`config.mk`:
```
export PLATFORM = sky130hd
export DESIGN_NAME = peak_rv32im_opfetch
export DESIGN_NICKNAME = d
export VERILOG_FILES = /design/src/rtl/peak_rv32im_opfetch.sv
export SDC_FILE = /design/constraint.sdc
export NUM_CORES = 1
export LEC_CHECK = 0
export CAP_MARGIN = 30
export CELL_PAD_IN_SITES_DETAIL_PLACEMENT = 1
export CELL_PAD_IN_SITES_GLOBAL_PLACEMENT = 1
export CORE_ASPECT_RATIO = 0.8
export CORE_MARGIN = 10
export CORE_UTILIZATION = 30
export CTS_CLUSTER_DIAMETER = 80
export CTS_CLUSTER_SIZE = 8
export DETAILED_ROUTE_END_ITERATION = 12
export PLACE_DENSITY_LB_ADDON = 0.1
export SLEW_MARGIN = 20
export SYNTH_ARGS = -nofsm -noshare
export SYNTH_HDL_FRONTEND = slang
export SYNTH_SLANG_ARGS = --single-unit
```
`constraint.sdc`:
```
create_clock -name CLK -period 14.8 [get_ports CLK]
set_input_delay 4.44 -clock CLK [delete_from_list [all_inputs] [get_ports CLK]]
set_output_delay 4.44 -clock CLK [all_outputs]
set_load 0.05 [all_outputs]
```
`src/rtl/peak_rv32im_opfetch.sv`:
```
// -----------------------------------------------------------------------------
// peak_rv32im_opfetch
//
// Operand fetch stage sitting between decode and execute. Two entries:
//   S1 - instruction whose register file read is in flight (one-cycle latency)
//   S2 - output register that drives OUT_* towards execute
// A writeback landing while an instruction waits in S1 is captured into a
// per-operand forward register, so the operand handed to execute reflects
// every write that happened before the S1 -> S2 transfer edge.
//
// Ports
//   CLK, RST                 clock (rising edge), async active-high reset
//   TASKNUM                  task tag attached to each accepted instruction
//   IN_VALID / IN_READY      decode-side handshake
//   IN_PC, IN_INST           instruction sideband, passed through untouched
//   IN_RS1ADDR, IN_RS2ADDR   source register indices of the incoming instr
//   RS1ADDR, RS2ADDR         read addresses to the register file
//   RS1, RS2                 register file read data (one cycle after address)
//   WB_WE/WB_TASK/WB_ADDR/WB_DATA  writeback seen by the register file
//   AR_EN                    debug access owns register file port 1
//   FLUSH                    drop everything in flight
//   OUT_VALID / OUT_READY    execute-side handshake
//   OUT_PC, OUT_INST, OUT_RS1, OUT_RS2  sideband and resolved operands
// -----------------------------------------------------------------------------
module peak_rv32im_opfetch (
    input  logic        CLK,
    input  logic        RST,
    input  logic        TASKNUM,
    input  logic        IN_VALID,
    output logic        IN_READY,
    input  logic [31:0] IN_PC,
    input  logic [31:0] IN_INST,
    input  logic [4:0]  IN_RS1ADDR,
    input  logic [4:0]  IN_RS2ADDR,
    output logic [4:0]  RS1ADDR,
    output logic [4:0]  RS2ADDR,
    input  logic [31:0] RS1,
    input  logic [31:0] RS2,
    input  logic        WB_WE,
    input  logic        WB_TASK,
    input  logic [4:0]  WB_ADDR,
    input  logic [31:0] WB_DATA,
    input  logic        AR_EN,
    input  logic        FLUSH,
    output logic        OUT_VALID,
    input  logic        OUT_READY,
    output logic [31:0] OUT_PC,
    output logic [31:0] OUT_INST,
    output logic [31:0] OUT_RS1,
    output logic [31:0] OUT_RS2
);

    logic        s1_valid;
    logic [31:0] s1_pc;
    logic [31:0] s1_inst;
    logic [4:0]  s1_rs1;
    logic [4:0]  s1_rs2;
    logic        s1_task;
    logic        ar_dly;

    logic        fwd1_valid;
    logic [31:0] fwd1_data;
    logic        fwd2_valid;
    logic [31:0] fwd2_data;

    logic        s1_advance;
    logic        s1_hold;
    logic        accept;
    logic        tag_task;
    logic        wb_hit1;
    logic        wb_hit2;
    logic [31:0] op1_next;
    logic [31:0] op2_next;

    // Handshake and read-address steering. While S1 holds, its indices are
    // re-presented every cycle so the register file keeps returning fresh
    // data; on an accept the new instruction's indices go out instead. A
    // writeback matches against whichever instruction will occupy S1 after
    // this edge, which is why the tag/index come through the same mux.
    always_comb begin
        s1_advance = s1_valid && (!OUT_VALID || OUT_READY) && !AR_EN && !ar_dly && !FLUSH;
        IN_READY   = (!s1_valid || s1_advance) && !AR_EN && !FLUSH;
        accept     = IN_VALID && IN_READY;
        s1_hold    = s1_valid && !s1_advance;
        RS1ADDR    = accept ? IN_RS1ADDR : s1_rs1;
        RS2ADDR    = accept ? IN_RS2ADDR : s1_rs2;
        tag_task   = accept ? TASKNUM : s1_task;
        wb_hit1    = WB_WE && (WB_ADDR == RS1ADDR) && (WB_TASK == tag_task) && (RS1ADDR != 5'd0);
        wb_hit2    = WB_WE && (WB_ADDR == RS2ADDR) && (WB_TASK == tag_task) && (RS2ADDR != 5'd0);
        op1_next   = (s1_rs1 == 5'd0) ? 32'd0 : (fwd1_valid ? fwd1_data : RS1);
        op2_next   = (s1_rs2 == 5'd0) ? 32'd0 : (fwd2_valid ? fwd2_data : RS2);
    end

    // AR_EN delayed by one cycle: the first read after debug releases port 1
    // returns a cycle later, so S1 must not advance on the debug data.
    always_ff @(posedge CLK or posedge RST) begin
        if (RST) begin
            ar_dly <= 1'b0;
        end else begin
            ar_dly <= AR_EN;
        end
    end

    // S1: load on accept (which may coincide with an advance), empty on a
    // bare advance. FLUSH wins over everything.
    always_ff @(posedge CLK or posedge RST) begin
        if (RST) begin
            s1_valid <= 1'b0;
            s1_pc    <= 32'd0;
            s1_inst  <= 32'd0;
            s1_rs1   <= 5'd0;
            s1_rs2   <= 5'd0;
            s1_task  <= 1'b0;
        end else if (FLUSH) begin
            s1_valid <= 1'b0;
        end else if (accept) begin
            s1_valid <= 1'b1;
            s1_pc    <= IN_PC;
            s1_inst  <= IN_INST;
            s1_rs1   <= IN_RS1ADDR;
            s1_rs2   <= IN_RS2ADDR;
            s1_task  <= TASKNUM;
        end else if (s1_advance) begin
            s1_valid <= 1'b0;
        end
    end

    // Forward registers. A fresh capture starts from the hit of this edge;
    // while held, a hit refreshes the data and a miss keeps what was caught
    // earlier (the register file read already misses the same-edge write).
    always_ff @(posedge CLK or posedge RST) begin
        if (RST) begin
            fwd1_valid <= 1'b0;
            fwd1_data  <= 32'd0;
            fwd2_valid <= 1'b0;
            fwd2_data  <= 32'd0;
        end else if (FLUSH) begin
            fwd1_valid <= 1'b0;
            fwd2_valid <= 1'b0;
        end else if (accept || s1_hold) begin
            if (wb_hit1) begin
                fwd1_valid <= 1'b1;
                fwd1_data  <= WB_DATA;
            end else if (accept) begin
                fwd1_valid <= 1'b0;
            end
            if (wb_hit2) begin
                fwd2_valid <= 1'b1;
                fwd2_data  <= WB_DATA;
            end else if (accept) begin
                fwd2_valid <= 1'b0;
            end
        end
    end

    // S2 output register: loads on advance, otherwise holds its payload;
    // valid drops once execute takes the entry and nothing replaces it.
    always_ff @(posedge CLK or posedge RST) begin
        if (RST) begin
            OUT_VALID <= 1'b0;
            OUT_PC    <= 32'd0;
            OUT_INST  <= 32'd0;
            OUT_RS1   <= 32'd0;
            OUT_RS2   <= 32'd0;
        end else if (FLUSH) begin
            OUT_VALID <= 1'b0;
        end else if (s1_advance) begin
            OUT_VALID <= 1'b1;
            OUT_PC    <= s1_pc;
            OUT_INST  <= s1_inst;
            OUT_RS1   <= op1_next;
            OUT_RS2   <= op2_next;
        end else if (OUT_READY) begin
            OUT_VALID <= 1'b0;
        end
    end

endmodule

```
==> flow_summary.json <==
{
  "status": "finished clean",
  "critPathArrivalTime_ns": 7.15,
  "reg2regPathDepth": 9,
  "ctsLongestPathBuffers": 3,
  "slew_viol_final": 0,
  "use_met3": 0.05556,
  "fin_total_pwr_w": 0.002663,
  "p_seq_frac": 0.371,
  "post-cts-setup-buffers": 0,
  "grt_pass1_wl_mm": 56.95,
  "overflow": 0,
  "fin_ws_ns": 3.207,
  "synthSimpleGateAreaFrac": 0.1180,
  "coreArea_sq_um": 36070,
  "hold_start": "s1_inst[15]",
  "p_switching_w": 0.0009625,
  "async_reset_ff_frac": 1.000,
  "portBuffers": 323,
  "avgSynthCellArea_sq_um": 11.71,
  "min_to": "s1_inst[15]",
  "syn_to_final_growth_pct": 43.96,
  "crit_start": "FLUSH",
  "finalHoldViolCount": 0,
  "yosysTopAreaCell": "dfrtp_1",
  "clk_pin_slew_ns": 0.05,
  "synth_fa_ha_area_frac": 0,
  "use_met1": 0.2049,
  "cts_tree": "done",
  "synth-edff-count": 0,
  "grt_usage": 0.1662,
  "setup_tns_ns": 0,
  "fmax_mhz": 86.26,
  "synth_top_family_by_area": "multiplexers",
  "start_util": 0.3051,
  "cts_resized": 0,
  "cts_root_buffer": "clkbuf_16",
  "synth_xor_xnor_area_share": 0.0007957,
  "synth_common_cells": "nand2_1, dfrtp_1, mux2_2",
  "rsz0062_at_grt": "no",
  "yosysMostFrequentCell": "nand2_1",
  "skew_ns": 0.01846,
  "clk_latency_ns": 0.52,
  "synth_flop_cell": "dfrtp_1",
  "htreeDepth": 2,
  "grt_pass1_vias": 9269,
  "dieHeight_um": 191.3,
  "slew_headroom": 0.4320,
  "wl_per_cell_um": 21.40,
  "timing.rr.end": "fwd1_data[31]",
  "cts-hold-fix-buffers": 0,
  "drive_gt1_frac": 0.1348,
  "ys_seq_elements": 272,
  "synth_top_area_frac": 0.6184,
  "crit_fanout": 35,
  "worstSetupPathType": "input port to output port",
  "fillers": 3881,
  "grt-busiest-layer": "met2",
  "cts_buffers": 39,
  "syn_nets": 1124,
  "drt_iter0_markers": 292,
  "p_leak_nw": 7.216,
  "firstDrtPassIters": 4,
  "hpwl_mm": 26.14,
  "worst_slew_pin_slew_ns": 0.8520,
  "power_frac_clock": 0.299,
  "synth_compound_area_frac": 0.04627,
  "peakVddDrop_uv": 75.42,
  "pwr-share-comb": 0.330,
  "min_period_ns": 11.59,
  "crit_path_start_kind": "input port",
  "num_rows": 62,
  "ant_nets": 0,
  "hp-class": "flip-flop to flip-flop",
  "ys_warn_count": 0,
  "p_per_area_nw_per_um2": 168.1,
  "pre_cts_ws_ns": 3.164,
  "crit_required_ns": 10.36,
  "yosysSeqAreaShare": 0.6184,
  "cp-end-kind": "output port",
  "routed_wl_mm": 37.49,
  "antenna_found_initial": 5,
  "ios": 324,
  "vias_per_cell": 4.679,
  "syn-cell-area_sq_um": 11010,
  "gp_congestion": 0.7855,
  "route.vias.total": 8198,
  "fin_crit_sh": 0.7833,
  "synth_cell_types": 38,
  "multi_input_area_sq_um": 3983,
  "intPower_w": 0.001701,
  "grt_max_degree": 98,
  "drc_errors": 0,
  "die_w_um": 234.2,
  "ff_latch_area_sq_um": 6809,
  "fin_nets": 1451,
  "synthMuxAreaShare": 0.1942,
  "numClockSinks": 272,
  "synthCells": 940,
  "synth.area.top_cells": "dfrtp_1, mux2_2, nand2_1",
  "setup_viol": 0,
  "cap_viol_max_count": 0,
  "reg2reg_slack_ns": 11.39,
  "die-area_sq_um": 44800,
  "whs_path_depth": 2,
  "power_switching_share": 0.3614,
  "use_met2": 0.2725,
  "r2r-start": "OUT_VALID"
}
-- sequential cells by signal, indices dropped and copies added, names as in the netlist, 32 cells and up --
name,flops
s1_inst,32
OUT_RS2,32
fwd1_data,32
OUT_INST,32
OUT_RS1,32
s1_pc,32
fwd2_data,32
OUT_PC,32
-- power by group through the flow --
stage,logic [W],registers (W),clock network [W]
global route,0.000930,0.00101,0.000860
floorplan,0.000182,0.00134,0
detailed placement,0.000891,0.00100,0
finish,0.000879,0.000988,0.000796
CTS,0.000894,0.000990,0.000825
global placement,0.000884,0.000995,0
-- routing by layer --
metal / up-vias / part of all wire
li1: 3813 / -
met1: 4143 / 0.43
met2: 187 / 0.47
met3: 51 / 0.076
met4: 4 / 0.020
met5: - / 0.00085
-- critical path, stage by stage --
cell,delay [ns]
clkdlybuf4s50_1,0.49
nor2_2,0.26
nand2_1,0.28
nor2_4,0.16
buf_4,0.39
mux2_2,0.41
clkdlybuf4s50_1,0.71
-- cell type report --
| type | count | area share |
|---|---|---|
| sequential | 272 | 0.4297 |
| multi-input combinational | 611 | 0.2513 |
| timing repair buffer | 338 | 0.2137 |
| clock buffer | 43 | 0.06522 |
| tap | 480 | 0.03790 |
| inverter | 5 | 0.001658 |
| antenna | 3 | 0.0004738 |
-- through the flow --
stage | area, sq um | cells | utilization | hold WS (ns)
after floorplan | 11010 | 940 | - | 0.4417
after global placement | 14740 | 1703 | 0.4087 | 0.4543
after detailed placement | 14780 | 1705 | 0.4096 | 0.4587
after CTS | 15810 | 1748 | 0.4383 | 0.4706
after global routing | 15840 | 1750 | 0.4391 | 0.4887
final | 15850 | 1752 | 0.4393 | 0.4653
-- how the worst max path moves through the flow --
| stage | end | cells past startpoint |
|---|---|---|
| finish | RS1ADDR[4] | 7 |
| global route | RS1ADDR[4] | 7 |
| CTS | RS1ADDR[4] | 7 |
| detailed placement | RS1ADDR[4] | 7 |
| global placement | RS2ADDR[2] | 6 |
| floorplan | OUT_INST[0] | 1 |
-- logic make-up (layout without fill, tap and decap cells) --
kind of cell,count (synthesis),count (layout)
other cells,0,3
simple gates,317,317
buf+inv,57,386
mux,196,196
compound gates,97,97
flops,272,272
xor+xnor,1,1
-- cells in the final DEF (no fill, tap or decap), types with 2 or more instances in the layout --
cell type,count
a21o_1,3
a21oi_1,12
and3_1,7
buf_16,2
buf_4,13
clkbuf_1,2
clkbuf_16,41
clkdlybuf4s50_1,323
dfrtp_1,270
dfrtp_2,2
diode_2,3
inv_1,4
mux2_1,30
mux2_2,100
mux2i_1,65
nand2_1,277
nand3_1,7
nor2_1,3
nor3_1,3
nor4_1,6
o21ai_0,74
o21ai_1,3
Note: power is estimated with default switching activity, not from simulation.
